$ cat src/rtl/hazard_sequencer.sv
// Stall/flush controller for the 5-stage pipeline: load-use stalls, branch redirects and
// data-memory freezes, with saturating perf counters and a sticky memory-timeout flag.
module hazard_sequencer #(
  parameter int unsigned CNT_W       = 16,
  parameter int unsigned MEM_TIMEOUT = 16
) (
  input  logic             clk,
  input  logic             reset,
  input  logic [4:0]       id_rs1,
  input  logic [4:0]       id_rs2,
  input  logic             id_uses_rs1,
  input  logic             id_uses_rs2,
  input  logic [4:0]       ex_rd,
  input  logic             ex_mem_read,
  input  logic             mem_branch_taken,
  input  logic             dmem_busy,
  output logic             pc_write,
  output logic             pc_sel_branch,
  output logic             ifid_write,
  output logic             ifid_flush,
  output logic             idex_bubble,
  output logic             idex_hold,
  output logic             exmem_flush,
  output logic             exmem_hold,
  output logic             mem_wait,
  output logic [CNT_W-1:0] stall_cycles,
  output logic [CNT_W-1:0] flush_events,
  output logic             mem_timeout
);

  localparam int unsigned WaitW = $clog2(MEM_TIMEOUT) + 1;
  localparam logic [WaitW-1:0] WaitMax  = WaitW'(MEM_TIMEOUT);
  localparam logic [WaitW-1:0] WaitLast = WaitW'(MEM_TIMEOUT - 1);
  localparam logic [CNT_W-1:0] CntMax   = {CNT_W{1'b1}};

  localparam logic [0:0] StRun     = 1'b0;
  localparam logic [0:0] StMemWait = 1'b1;

  logic [0:0]       state_q, state_d;
  logic [WaitW-1:0] wait_cnt_q, wait_cnt_d;
  logic [CNT_W-1:0] stall_cycles_q, stall_cycles_d;
  logic [CNT_W-1:0] flush_events_q, flush_events_d;
  logic             mem_timeout_q, mem_timeout_d;
  logic             load_use;

  assign load_use = ex_mem_read && (ex_rd != 5'd0) &&
                    ((id_uses_rs1 && (id_rs1 == ex_rd)) ||
                     (id_uses_rs2 && (id_rs2 == ex_rd)));

  // Priority: freeze > redirect > load-use stall > normal. Reset forces normal values.
  always_comb begin
    pc_write      = 1'b1;
    pc_sel_branch = 1'b0;
    ifid_write    = 1'b1;
    ifid_flush    = 1'b0;
    idex_bubble   = 1'b0;
    idex_hold     = 1'b0;
    exmem_flush   = 1'b0;
    exmem_hold    = 1'b0;
    if (!reset) begin
      if (dmem_busy) begin
        pc_write   = 1'b0;
        ifid_write = 1'b0;
        idex_hold  = 1'b1;
        exmem_hold = 1'b1;
      end else if (mem_branch_taken) begin
        pc_sel_branch = 1'b1;
        ifid_flush    = 1'b1;
        idex_bubble   = 1'b1;
        exmem_flush   = 1'b1;
      end else if (load_use) begin
        pc_write    = 1'b0;
        ifid_write  = 1'b0;
        idex_bubble = 1'b1;
      end
    end
  end

  always_comb begin
    state_d        = dmem_busy ? StMemWait : StRun;
    wait_cnt_d     = '0;
    if (dmem_busy) begin
      wait_cnt_d = (wait_cnt_q == WaitMax) ? wait_cnt_q : wait_cnt_q + 1'b1;
    end
    mem_timeout_d  = mem_timeout_q || (dmem_busy && (wait_cnt_q == WaitLast));
    stall_cycles_d = stall_cycles_q;
    if (!pc_write && (stall_cycles_q != CntMax)) begin
      stall_cycles_d = stall_cycles_q + 1'b1;
    end
    flush_events_d = flush_events_q;
    if (pc_sel_branch && (flush_events_q != CntMax)) begin
      flush_events_d = flush_events_q + 1'b1;
    end
  end

  always_ff @(posedge clk or posedge reset) begin
    if (reset) begin
      state_q        <= StRun;
      wait_cnt_q     <= '0;
      stall_cycles_q <= '0;
      flush_events_q <= '0;
      mem_timeout_q  <= 1'b0;
    end else begin
      state_q        <= state_d;
      wait_cnt_q     <= wait_cnt_d;
      stall_cycles_q <= stall_cycles_d;
      flush_events_q <= flush_events_d;
      mem_timeout_q  <= mem_timeout_d;
    end
  end

  assign mem_wait     = (state_q == StMemWait);
  assign stall_cycles = stall_cycles_q;
  assign flush_events = flush_events_q;
  assign mem_timeout  = mem_timeout_q;

endmodule

$ cat config.mk
export PLATFORM = sky130hd
export DESIGN_NAME = hazard_sequencer
export DESIGN_NICKNAME = d
export VERILOG_FILES = /design/src/rtl/hazard_sequencer.sv
export SDC_FILE = /design/constraint.sdc
export NUM_CORES = 1
export LEC_CHECK = 0
export ABC_AREA = 1
export ABC_CLOCK_PERIOD_IN_PS = 6200
export BUFFER_PORTS_ARGS = -buffer_cell sky130_fd_sc_hd__buf_4
export CORE_MARGIN = 2
export CORE_UTILIZATION = 55
export DETAILED_ROUTE_END_ITERATION = 10
export PLACE_DENSITY = 0.83
export SETUP_SLACK_MARGIN = 0.1
export SLEW_MARGIN = 0
export SYNTH_ARGS = -nofsm -noshare
export SYNTH_HDL_FRONTEND = slang
export SYNTH_SLANG_ARGS = --single-unit
$ cat constraint.sdc
create_clock -name clk -period 6.2 [get_ports clk]
set_input_delay 1.24 -clock clk [delete_from_list [all_inputs] [get_ports clk]]
set_output_delay 1.24 -clock clk [all_outputs]
set_load 0.05 [all_outputs]
# Word level (Yosys, flattened, before mapping)
# Cells that the tools add are included.
# op_classes
shifts	0
n_mux	15
n_mul	0
reduce_logical	11
n_div	0
add_sub_neg	3
order_cmp	0
n_eq_ne	7
n_bitwise	0
# op_table
cell	count
$add A16 B1 Y16 const B	2
$ne A16 B16 Y1 const B	2
$mux W1	13
$eq A5 B5 Y1	2
$mux W5	2
$logic_and A1 B1 Y1	7
$add A5 B1 Y5 const B	1
$eq A5 B4 Y1 const B	1
$eq A5 B5 Y1 const B	1
$reduce_bool A5 Y1	1
$logic_or A1 B1 Y1	2
$ne A2 B2 Y1 const B	1
$logic_not A1 Y1	1
# word_totals
ff_bits	39
output_inout_bits	42
elab_cells	41
romBits	0
in_bits	22
latchBits	0
mem_bits_rw	0
n_memories	0

# Logic depth before layout (Yosys ltp)
# logic_depth
ltp_word	10
mapped_depth	12
mapped_depth_nobuf	11

# Worst setup path before layout
# OpenSTA, ideal clock, no wires.
# synth_timing
path_type	input -> output
startpoint	input port reset
endpoint	output port ifid_flush
slack_ns	1.610
t_required_ns	4.960
t_arrival_ns	3.350
n_path_buf	1
cell_stages	4
path_cell_list	inv_1 nand2_1 nor2_1 buf_4
# synth_between
elab_chain_len	1
# synth_lines
item	line	source
start: declaration	8	input logic reset,
$mux W1	n/a	
end: declaration	20	output logic ifid_flush,
# Every way passes these cells.

# Worst setup path after layout
# layout_timing
startpoint	input port ex_rd[2]
endpoint	output port ifid_write
# layout_between
elab_chain_len	8
elab_cells_between_ends	12
cone_classes	eq/ne: 2; mux: 4; reduce/logical: 6
# layout_lines
item	line	source
start: declaration	13	input logic [4:0] ex_rd,
$eq A5 B5 Y1 (on tied branches)	47, 48	
$logic_and A1 B1 Y1 (on tied branches)	47, 48	
$logic_or A1 B1 Y1	47	((id_uses_rs1 && (id_rs1 == ex_rd)) ||
$logic_and A1 B1 Y1 (*)	46	assign load_use = ex_mem_read && (ex_rd != 5'd0) &&
$mux W1 (*)	71	end else if (load_use) begin
$mux W1 (*)	66	end else if (mem_branch_taken) begin
$mux W1 (*)	61	if (dmem_busy) begin
$mux W1 (*)	60	if (!reset) begin
end: declaration	19	output logic ifid_write,
# Every way passes the cells marked *; elsewhere a longest branch is shown, timed or not.

==> impl_summary.txt <==
----------------------------------------------------
[Detailed routing]
  DRC ... 0
  Average wire per cell in the routed design ... 11.9 µm
  First DRT Iteration DRCs ... 154
  Number of nets with antenna violations after routing ... 0
  Via total after detailed routing ... 2342
  First-pass iteration count of the detailed router ... 4
  Total wire length after detailed routing ... 5490 µm
  Via-to-Cell Ratio ... 5.07

[Clock network]
  Hold-fix buffers, CTS ... 0
  Level count of the clock H-tree ... 2
  CTS tree ... done
  Buffer type at the clock tree root ... sky130_fd_sc_hd__clkbuf_8
  Post-CTS setup buffer count ... 0
  Insertion delay of the later-clocked pin in the worst-skew pair ... 290 ps
  Clock tree sinks ... 39
  Resize count post-CTS ... 0
  Clock edge transition at the registers on the reported setup and hold paths ... 70 ps
  Longest Clk Path Bufs ... 2
  Clock buffers created by TritonCTS ... 5

[Global routing]
  Antenna violations before repair ... 0
  Vias in the first global route ... 2188
  Remaining global-route overflow ... 0
  Busiest layer in global routing ... met2
  Wire length of the first global-routing pass ... 9520 µm
  Met1 capacity usage during global routing ... 0.295
  Pin count of the biggest net entering global routing ... 40
  Met3 demand-to-capacity share in global routing ... 0.0442
  Overall routing resource usage ... 0.233
  GRT met2 Usage ... 0.402

[Power and ir drop]
  Fraction of power spent switching nets ... 0.426
  Portion of total power attributed to sequential cells ... 0.412
  Power per cell area ... 268 nW/µm²
  Static leakage ... 1.63 nW
  Maximum VDD drop ... 0.203 mV
  Internal portion of total power ... 0.468 mW
  Switching power of the nets ... 0.347 mW
  Tot Pwr ... 0.815 mW
  Part of the power in the clock network ... 0.215
  Part of the total power dissipated in combinational logic ... 0.373

[Setup path]
  Critical path required time ... 4960 ps
  RR Endpoint ... stall_cycles[8]
  Crit path max fanout ... 18
  Endpoint kind of the worst setup timing path ... output pin
  Critical path type ... in2out
  Kind of start point of the critical path ... input pin
  WP data arrival ... 2680 ps
  Reg-to-reg startpoint ... stall_cycles[0]
  Cell count of the worst reg-to-reg path ... 11
  Minimum setup slack among reg-to-reg paths ... 4210 ps

[Die]
  Count of boundary I/O pins ... 64
  Core region area ... 4350 µm²
  Die footprint ... 5050 µm²
  Initial cell density of the core ... 0.568
  Vertical extent of the die ... 71.0 µm
  Count of standard-cell rows ... 24
  Die width ... 71.0 µm

[Run]
  Max-cap check violation count ... 0

[Outcome]
  Outcome ... finished, final reports clean

[Timing]
  Clock tree skew after final layout ... 4.47 ps
  RSZ-0062 raised after global routing ... false
  Slew headroom ... 0.581
  Crit share post-route ... 0.632
  Actual transition at the worst max-transition pin ... 627 ps
  Number of setup violations in the final report ... 0
  Setup TNS ... 0 ps
  Hold violation count in the final report ... 0
  Upper clock frequency limit ... 255 MHz
  Period minus WS final ... 3920 ps
  Max-slew violation count ... 0

[Hold path]
  Path category of the worst min-delay check ... reg2reg
  Hold path cells ... 1
  Hold Crit Start ... mem_timeout
  Terminating pin of the worst hold path ... mem_timeout

[Logic synthesis]
  EDFF count, synth ... 0
  Count of state elements after synthesis ... 39
  Sequential element share of the synthesized area ... 0.395
  Post-Synthesis Net Count ... 375
  Post-synthesis cell count ... 348
  Area of the mapped netlist ... 2470 µm²
  Yosys warning total ... 0
  Average footprint of a synthesized cell ... 7.10 µm²
  Async S/R FF share, synth ... 1.00
  Leading register cell type out of synthesis ... sky130_fd_sc_hd__dfrtp_1
  Number of distinct library cells after synthesis ... 26

[Layout]
  Final core utilization ... 0.699
  Area of the multi-input gates ... 1270 µm²
  Fraction of final layout cells with drive strength greater than 1 ... 0.190
  Count of fill cells added during filler insertion ... 392
  Footprint of the flip-flops and latches ... 976 µm²
  Post-layout nets ... 437
  Area growth from synthesis to final layout ... 23.2%
  Diode count ... 0

[Placed design]
  Port Buf Inserts ... 63
  Weighted congestion reported at the end of routability-driven placement ... 0.906
  Total half-perimeter wirelength after legalization and detailed placement ... 4250 µm

----------------------------------------------------
[worst max-delay path, cell delays in order]
cell                      delay, ps
sky130_fd_sc_hd__buf_4          110
sky130_fd_sc_hd__inv_1          110
sky130_fd_sc_hd__nand4_1        110
sky130_fd_sc_hd__o21ai_0        160
sky130_fd_sc_hd__inv_1           70
sky130_fd_sc_hd__nand3_1         80
sky130_fd_sc_hd__nand2_1        380
sky130_fd_sc_hd__inv_1          190
sky130_fd_sc_hd__buf_4          220
[layer usage]
layer | vias up | routed length, µm
met5 | - | 0
met4 | 0 | 85
met3 | 10 | 268
met2 | 66 | 2780
met1 | 1055 | 2350
li1 | 1211 | -
[how the worst max path moves through the flow]
stage / from / end / slack, ps / cells after the start
after floorplan: reset / ifid_flush / 1610 / 4
after global placement: ex_rd[3] / pc_write / 2380 / 9
after detailed placement: ex_rd[2] / ifid_write / 2280 / 9
after CTS: ex_rd[2] / ifid_write / 2290 / 9
after global routing: ex_rd[2] / ifid_write / 2180 / 10
final: ex_rd[2] / ifid_write / 2280 / 9
[registers in the layout (all words and copies together) (netlist names)]
signal        flops
flush_events     16
stall_cycles     16
wait_cnt_q        5
mem_wait          1
mem_timeout       1
[placed cells by master, fill, tap and decap left out]
master / n
sky130_fd_sc_hd__a21o_1: 1
sky130_fd_sc_hd__a21oi_1: 5
sky130_fd_sc_hd__buf_4: 64
sky130_fd_sc_hd__clkbuf_8: 6
sky130_fd_sc_hd__clkinv_2: 1
sky130_fd_sc_hd__dfrtp_1: 39
sky130_fd_sc_hd__ha_1: 5
sky130_fd_sc_hd__inv_1: 41
sky130_fd_sc_hd__inv_2: 2
sky130_fd_sc_hd__nand2_1: 119
sky130_fd_sc_hd__nand2_2: 1
sky130_fd_sc_hd__nand2_4: 1
sky130_fd_sc_hd__nand3_1: 37
sky130_fd_sc_hd__nand3_4: 1
sky130_fd_sc_hd__nand3b_1: 1
sky130_fd_sc_hd__nand4_1: 4
sky130_fd_sc_hd__nor2_1: 34
sky130_fd_sc_hd__nor2_2: 1
sky130_fd_sc_hd__nor2_4: 1
sky130_fd_sc_hd__nor3_1: 9
sky130_fd_sc_hd__nor3b_1: 1
sky130_fd_sc_hd__nor4_1: 1
sky130_fd_sc_hd__o21ai_0: 8
sky130_fd_sc_hd__xnor2_1: 9
sky130_fd_sc_hd__xor2_1: 18
[power by group through the flow]
| stage | Clock (mW) | Combinational [mW] | Sequential, mW |
|---|---|---|---|
| 3_3_place_gp | 0 | 0.299 | 0.339 |
| 5_1_grt | 0.190 | 0.326 | 0.342 |
| 2_1_floorplan | 0 | 0.103 | 0.446 |
| 6_report | 0.176 | 0.304 | 0.336 |
| 3_5_place_dp | 0 | 0.304 | 0.341 |
| 4_1_cts | 0.180 | 0.306 | 0.335 |
[stage by stage]
| step | instances | instance area (µm²) | hold WS (ps) | setup slack (ps) |
|---|---|---|---|---|
| floorplan | 348 | 2470 | 501 | 1610 |
| global placement | 455 | 2960 | 441 | 2380 |
| detailed placement | 455 | 2960 | 446 | 2280 |
| CTS | 462 | 3050 | 461 | 2290 |
| global route | 462 | 3050 | 523 | 2180 |
| finish | 462 | 3050 | 457 | 2280 |
[logic make-up after synthesis]
| family | count (synthesis) | synth area share |
|---|---|---|
| AND/OR/NAND/NOR | 211 | 0.365 |
| flip-flops | 39 | 0.395 |
| XOR/XNOR | 27 | 0.0956 |
| adder cells (fa/ha/maj) | 5 | 0.0253 |
| AO/OA/AOI/OAI | 14 | 0.0294 |
| buffers and inverters | 52 | 0.0896 |
[cell usage after synthesis, drive strengths merged (5+ instances only)]
library cell | count | area, µm²
buf | 8 | 56.3
xnor2 | 9 | 78.8
nor3 | 9 | 45.0
inv | 43 | 161
dfrtp | 39 | 976
ha | 5 | 62.6
nor2 | 36 | 145
o21ai | 8 | 40.0
nand2 | 121 | 464
nand3 | 38 | 203
xor2 | 18 | 158
a21oi | 5 | 25.0
[final cells by class]
| cell class | count | share of cell area |
|---|---|---|
| clock buffers | 6 | 0.0271 |
| multi-input cells | 257 | 0.419 |
| repair buffers | 64 | 0.158 |
| well taps | 52 | 0.0214 |
| inverters | 43 | 0.0530 |
| flip-flops and latches | 39 | 0.320 |
| clock inverters | 1 | 0.00164 |
Power figures use the tool's default switching activity.
